## config.mk

```make
export PLATFORM = sky130hd
export DESIGN_NAME = ifetch_prefetch
export DESIGN_NICKNAME = d
export VERILOG_FILES = /design/src/rtl/ifetch_prefetch.sv
export SDC_FILE = /design/constraint.sdc
export NUM_CORES = 1
export LEC_CHECK = 0
export ABC_AREA = 0
export BUFFER_PORTS_ARGS = -buffer_cell sky130_fd_sc_hd__buf_2
export CAP_MARGIN = 5
export CORE_ASPECT_RATIO = 0.5
export CORE_MARGIN = 5
export CORE_UTILIZATION = 55
export DETAILED_ROUTE_END_ITERATION = 8
export GPL_TIMING_DRIVEN = 0
export PLACE_DENSITY = 0.73
export SKIP_LAST_GASP = 1
export SLEW_MARGIN = 20
export SYNTH_ARGS = -nofsm -noshare
export SYNTH_HDL_FRONTEND = slang
export SYNTH_SLANG_ARGS = --single-unit
```

## constraint.sdc

```tcl
create_clock -name clk -period 7.98 [get_ports clk]
set_clock_uncertainty 0.1 [all_clocks]
set_input_delay 0.399 -clock clk [delete_from_list [all_inputs] [get_ports clk]]
set_output_delay 0.399 -clock clk [all_outputs]
set_load 0.01 [all_outputs]
```

## src/rtl/ifetch_prefetch.sv

```systemverilog
// ifetch_prefetch
// ---------------------------------------------------------------------------
// Instruction fetch/prefetch unit for the single-cycle MIPS core.
// Reads the byte-wide instruction memory one byte per cycle and assembles
// big-endian 32-bit words. Each word is queued with its PC in a small FIFO and
// offered to the core. A redirect flushes everything and restarts fetch.
//
// Handshake: a word transfers on any rising edge where inst_valid and
// inst_ready are both high. inst_valid never depends on inst_ready. While
// inst_valid is low, inst/inst_pc hold the last word that was presented.
//
// Optional feature: define IFETCH_BYPASS_EN to present a word combinationally
// in the cycle its last byte arrives, if the FIFO is empty.
//
// Ports:
//   clk          clock, rising edge
//   reset_n      asynchronous active-low reset
//   redirect     flush and restart fetch at redirect_pc (bits [1:0] ignored)
//   redirect_pc  new fetch PC
//   mem_rd       byte read request
//   mem_addr     byte address (fetch PC + byte index, modulo 2^MEM_AW)
//   mem_rdata    read data, returned the cycle after the request
//   inst_valid   inst/inst_pc carry a fetched word
//   inst         instruction word, first byte in [31:24]
//   inst_pc      byte address of inst
//   inst_ready   core accepts the head word
//   dbg_state_o  fetch FSM state (0 = ISSUE, 1 = WAIT)
// ---------------------------------------------------------------------------
module ifetch_prefetch #(
  parameter int DEPTH  = 4,
  parameter int MEM_AW = 5
) (
  input  logic              clk,
  input  logic              reset_n,
  input  logic              redirect,
  input  logic [31:0]       redirect_pc,
  output logic              mem_rd,
  output logic [MEM_AW-1:0] mem_addr,
  input  logic [7:0]        mem_rdata,
  output logic              inst_valid,
  output logic [31:0]       inst,
  output logic [31:0]       inst_pc,
  input  logic              inst_ready,
  output logic [0:0]        dbg_state_o
);

  localparam int AW = $clog2(DEPTH);
  localparam logic [0:0] ST_ISSUE = 1'b0;
  localparam logic [0:0] ST_WAIT  = 1'b1;

  logic [0:0]    state_q, state_d;
  logic [31:0]   fpc_q, fpc_d;
  logic [1:0]    k_q, k_d;
  logic [1:0]    c_q, c_d;
  logic [23:0]   asm_q, asm_d;
  logic          rd_pend_q;
  logic [31:0]   cap_pc_q, cap_pc_d;
  logic [1:0]    wif_q, wif_d;
  logic [AW:0]   count_q, count_d;
  logic [AW-1:0] wr_ptr_q, wr_ptr_d;
  logic [AW-1:0] rd_ptr_q, rd_ptr_d;
  logic [31:0]   last_inst_q, last_pc_q;
  logic [31:0]   fifo_inst [DEPTH];
  logic [31:0]   fifo_pc   [DEPTH];

  logic          credit, start_word, capture_done, push, pop, fifo_valid;
  logic          byp_show, byp_take;
  logic [31:0]   cap_word;
  logic [AW+1:0] occ_sum;

  // Credit counts words already queued plus words whose bytes are still in
  // flight, so a word is only started when a FIFO slot is guaranteed for it.
  assign occ_sum    = (AW+2)'(count_q) + (AW+2)'(wif_q);
  assign credit     = occ_sum < (AW+2)'(DEPTH);
  // reset_n gates the request so it is low for the whole reset interval.
  assign mem_rd     = reset_n & ~redirect & ((k_q != 2'd0) | credit);
  assign mem_addr   = fpc_q[MEM_AW-1:0] + MEM_AW'(k_q);
  assign start_word = mem_rd & (k_q == 2'd0);

  assign cap_word     = {asm_q, mem_rdata};
  assign capture_done = rd_pend_q & (c_q == 2'd3) & ~redirect;
  assign fifo_valid   = (count_q != '0);
  assign pop          = fifo_valid & inst_ready & ~redirect;

`ifdef IFETCH_BYPASS_EN
  assign byp_show = capture_done & ~fifo_valid;
  assign byp_take = byp_show & inst_ready;
`else
  assign byp_show = 1'b0;
  assign byp_take = 1'b0;
`endif

  assign push        = capture_done & ~byp_take;
  assign inst_valid  = fifo_valid | byp_show;
  assign dbg_state_o = state_q;

  always_comb begin
    if (fifo_valid) begin
      inst    = fifo_inst[rd_ptr_q];
      inst_pc = fifo_pc[rd_ptr_q];
    end else if (byp_show) begin
      inst    = cap_word;
      inst_pc = cap_pc_q;
    end else begin
      inst    = last_inst_q;
      inst_pc = last_pc_q;
    end
  end

  always_comb begin
    fpc_d    = fpc_q;
    k_d      = k_q;
    c_d      = c_q;
    asm_d    = asm_q;
    cap_pc_d = cap_pc_q;
    wif_d    = wif_q;
    count_d  = count_q;
    wr_ptr_d = wr_ptr_q;
    rd_ptr_d = rd_ptr_q;
    state_d  = state_q;
    if (redirect) begin
      fpc_d    = {redirect_pc[31:2], 2'b00};
      k_d      = 2'd0;
      c_d      = 2'd0;
      cap_pc_d = {redirect_pc[31:2], 2'b00};
      wif_d    = 2'd0;
      count_d  = '0;
      wr_ptr_d = '0;
      rd_ptr_d = '0;
      state_d  = ST_ISSUE;
    end else begin
      if (mem_rd) begin
        if (k_q == 2'd3) begin
          k_d   = 2'd0;
          fpc_d = fpc_q + 32'd4;
        end else begin
          k_d = k_q + 2'd1;
        end
      end
      // WAIT means a word boundary was reached without credit to start one.
      state_d = ((k_q == 2'd0) && !mem_rd) ? ST_WAIT : ST_ISSUE;
      if (rd_pend_q) begin
        c_d = c_q + 2'd1;
        case (c_q)
          2'd0:    asm_d[23:16] = mem_rdata;
          2'd1:    asm_d[15:8]  = mem_rdata;
          2'd2:    asm_d[7:0]   = mem_rdata;
          default: asm_d        = asm_q;
        endcase
      end
      // Words are issued and captured in order, so the capture PC simply
      // advances by one word per completed capture.
      if (capture_done) cap_pc_d = cap_pc_q + 32'd4;
      wif_d   = wif_q + 2'(start_word) - 2'(capture_done);
      count_d = count_q + (AW+1)'(push) - (AW+1)'(pop);
      if (push) wr_ptr_d = wr_ptr_q + 1'b1;
      if (pop)  rd_ptr_d = rd_ptr_q + 1'b1;
    end
  end

  always_ff @(posedge clk or negedge reset_n) begin
    if (!reset_n) begin
      state_q     <= ST_ISSUE;
      fpc_q       <= '0;
      k_q         <= '0;
      c_q         <= '0;
      asm_q       <= '0;
      rd_pend_q   <= 1'b0;
      cap_pc_q    <= '0;
      wif_q       <= '0;
      count_q     <= '0;
      wr_ptr_q    <= '0;
      rd_ptr_q    <= '0;
      last_inst_q <= '0;
      last_pc_q   <= '0;
    end else begin
      state_q   <= state_d;
      fpc_q     <= fpc_d;
      k_q       <= k_d;
      c_q       <= c_d;
      asm_q     <= asm_d;
      rd_pend_q <= mem_rd;
      cap_pc_q  <= cap_pc_d;
      wif_q     <= wif_d;
      count_q   <= count_d;
      wr_ptr_q  <= wr_ptr_d;
      rd_ptr_q  <= rd_ptr_d;
      if (inst_valid) begin
        last_inst_q <= inst;
        last_pc_q   <= inst_pc;
      end
    end
  end

  // Storage needs no reset: count_q gates every read of it.
  always_ff @(posedge clk) begin
    if (push) begin
      fifo_inst[wr_ptr_q] <= cap_word;
      fifo_pc[wr_ptr_q]   <= cap_pc_q;
    end
  end

endmodule
```

==> flow_summary.yaml <==
sta:
  worst_pin_slew_ns: 0.8084
  hold_viol: 0
  rsz0062_at_grt: "no"
  slew_viol_final: 0
  setup_viol: 0
  setup_tns_ns: 0
  finalCritPeriodShare_pct: 44.10
  maxSlewHeadroom_pct: 45.69
  max_clock_freq_mhz: 284.2
  period_needed_ns: 3.519
worst_setup_path:
  regToRegSetupSlack_ns: 4.75
  cp.depth: 6
  reg2regPathDepth: 12
  start_kind: "register"
  cp.required_ns: 7.48
  r2r_start: "count_q[2]$_DFF_PN0_"
  critical_path.cell_chain: "nor3_1 -> clkbuf_1 -> clkbuf_1 -> nand2_1 -> nand2_1 -> buf_2"
  critPathCapture: "inst[20]"
  crit_buf_inv: 3
  rr_endpoint: "count_q[2]$_DFF_PN0_"
  crit_fanout: 10
  critPathSlowestCell: "nor3_1"
  crit_arrival_ns: 3.02
  end_kind: "output port"
  crit_type: "reg2out"
  critPathTopFamily: "buffers and inverters"
  cp_slowest_stage_delay_ns: 0.68
  critPathLaunch: "count_q[2]$_DFF_PN0_"
logic_synthesis:
  ys_seq_area_share_pct: 71.09
  yosys_warnings: 0
  synth_area_leader_cell: "edfxtp_1"
  synth_cell_types: 40
  synth-seq-cells: 384
  synthTopCellsByArea: "edfxtp_1 (49%), dfrtp_1 (22%), mux4_2 (9.1%)"
  syn_area_per_cell_um2: 15.10
  netlist_instances: 1011
  syn_nets: 1073
  synth_top_area_share_pct: 48.79
  netlist_area_um2: 15260
global_routing:
  grt_pass1_vias: 9304
  grt_start_max_net_pins: 89
  antenna_found_initial: 0
  overflow: 0
  track_usage_pct: 20.47
  grt_first_pass_wirelength_mm: 50.09
floorplanning:
  die_y_um: 127.8
  die-area_um2: 31380
  num_rows: 43
  start_util_pct: 55.41
  fp.coreArea_um2: 27550
  die_w_um: 245.6
  io_pins: 116
clock_tree:
  clkTransAtPathRegs_ns: 0.07
  numCtsBuffers: 35
  cts_root_buf: "clkbuf_16"
  htree_levels: 2
  clk_path_buf_depth: 3
  clock-sinks: 384
  clkLatencyLatePin_ns: 0.52
  tritoncts: "built"
  postCtsSetupRepairBufs: 0
power:
  irDropWorstVdd_mv: 0.1412
  powerDensity_nw_per_um2: 313.6
  p_leak_uw: 0.007054
placed_design:
  io_buffers: 113
  gp_congestion: 0.8423
  dpl_cell_area_um2: 16450
  dpl.hpwl_mm: 20.17
cells_and_area:
  n_fill_cell: 1996
  design_area_um2: 17600
  n_antenna_cell: 0
  drive_gt1_share_pct: 23.53
  final_cell_mix: "nand2_1 (278), edfxtp_1 (248), dfrtp_1 (136)"
  area_delta_synth_final_pct: 15.29
  multi_input_area_um2: 4155
  nNetsFinal: 1230
  seqCellArea_um2: 10850
  mostFrequentLayoutCell: "nand2_1"
detailed_routing:
  num_vias: 8791
  ant_nets: 0
  dr.pass1.iters: 5
  routed_wl_mm: 31.14
  routedWlPerCell_um: 19.76
  drc_errors: 0
  initialDrtViolationCount: 723
  viasPerCell: 5.578
run:
  drv_cap: 0
min_path:
  hold_path_class: "in2reg"
  hold_start: "redirect_pc[7]"
run_status:
  status: "finished, final reports clean"
## synthesized netlist by cell type
cell	n
a211oi_1	1
a21boi_0	1
a21oi_1	4
a2bb2oi_1	1
a311o_1	3
a31oi_1	16
and2_1	9
and3_1	9
and4_1	4
and4_4	1
buf_1	8
buf_2	8
buf_4	3
buf_6	2
clkbuf_1	27
clkinv_1	1
dfrtp_1	136
edfxtp_1	248
fa_1	1
ha_1	17
inv_1	15
mux2_2	28
mux2i_1	4
mux4_2	62
nand2_1	278
nand2b_1	1
nand3_1	11
nand4_1	13
nand4_4	1
nor2_1	32
nor2b_1	3
nor3_1	1
o211ai_1	2
o21ai_0	9
o311ai_0	2
o31ai_1	14
or3_1	2
or4_1	14
xnor2_1	5
xor2_1	14
## how the worst min path moves through the flow
stage                                      to  cells after the start
floorplan                asm_q[0]$_DFFE_PN0P_                      0
global placement    last_pc_q[26]$_DFFE_PN0N_                      2
detailed placement   cap_pc_q[26]$_DFFE_PN0N_                      1
CTS                   cap_pc_q[7]$_DFFE_PN0N_                      3
global route          cap_pc_q[6]$_DFFE_PN0N_                      3
finish                cap_pc_q[7]$_DFFE_PN0N_                      3
## per-stage QoR
stage               total power [uW]  hold slack, ns  utilization [%]  cells  setup slack, ns
floorplan                       3386        0.003409                -   1011            5.129
global placement                3880          0.3421            59.19   1506            3.481
detailed placement              3948          0.2476            59.72   1511            4.746
CTS                             5577        0.005043            63.88   1576            4.408
global route                    5836         0.02240            63.88   1576            4.261
finish                          5518         0.02630            63.88   1576            4.461
## kinds of logic after synthesis
| kind of cell | after synthesis | share of synthesized area, % |
|---|---|---|
| buf+inv | 64 | 1.812 |
| flops | 384 | 71.09 |
| xor+xnor | 19 | 1.090 |
| compound gates | 53 | 2.337 |
| fa+ha+maj | 18 | 1.525 |
| simple gates | 379 | 10.67 |
| mux | 94 | 11.48 |
## layout make-up
cell class | instances | share of cell area (%)
Multi-Input combinational cell | 563 | 23.62
Clock inverter | 14 | 0.5902
Clock buffer | 49 | 5.802
Sequential cell | 384 | 61.67
Timing Repair Buffer | 120 | 4.039
Buffer | 48 | 1.230
Inverter | 16 | 0.3413
Tap cell | 382 | 2.716
## report_power, final
| group | leakage [uW] | internal [uW] | switching, uW |
|---|---|---|---|
| combinational | 0.00258 | 519 | 840 |
| sequential | 0.00393 | 2390 | 128 |
| clock | 0.000549 | 930 | 707 |
| total | 0.00705 | 3840 | 1670 |
## state kept, by name, indices dropped and copies added (netlist names), 2 cells and up
signal and flops:
c_q 2, fifo_inst 128, last_pc_q 32, wif_q 2
cap_pc_q 30, count_q 3, fpc_q 3, k_q 2
wr_ptr_q 2, fifo_pc 120, asm_q 24, last_inst_q 32
rd_ptr_q 2
## worst register-to-register path: cells and delay by family, from the launching register on
kind | cells | cell delay (ns)
xor+xnor | 1 | 0.16
flops | 1 | 0.40
fa+ha+maj | 3 | 0.79
simple gates | 4 | 1.01
buf+inv | 4 | 0.63
## what timing repair did
item                                   CTS  global route
hold buffers                             2             0
endpoints found under the hold margin   52             0
gates resized for setup                  0             0
setup endpoints to repair                0             0
## metal layers
layer	global-route usage (%)	vias to the layer above	part of all wire, %
met3	3.333	47	4.6
li1	-	4011	-
met2	34.79	238	51
met5	0	-	0
met1	27.99	4495	42
met4	5.998	0	2.1
Note: power is estimated with default switching activity, not from simulation.
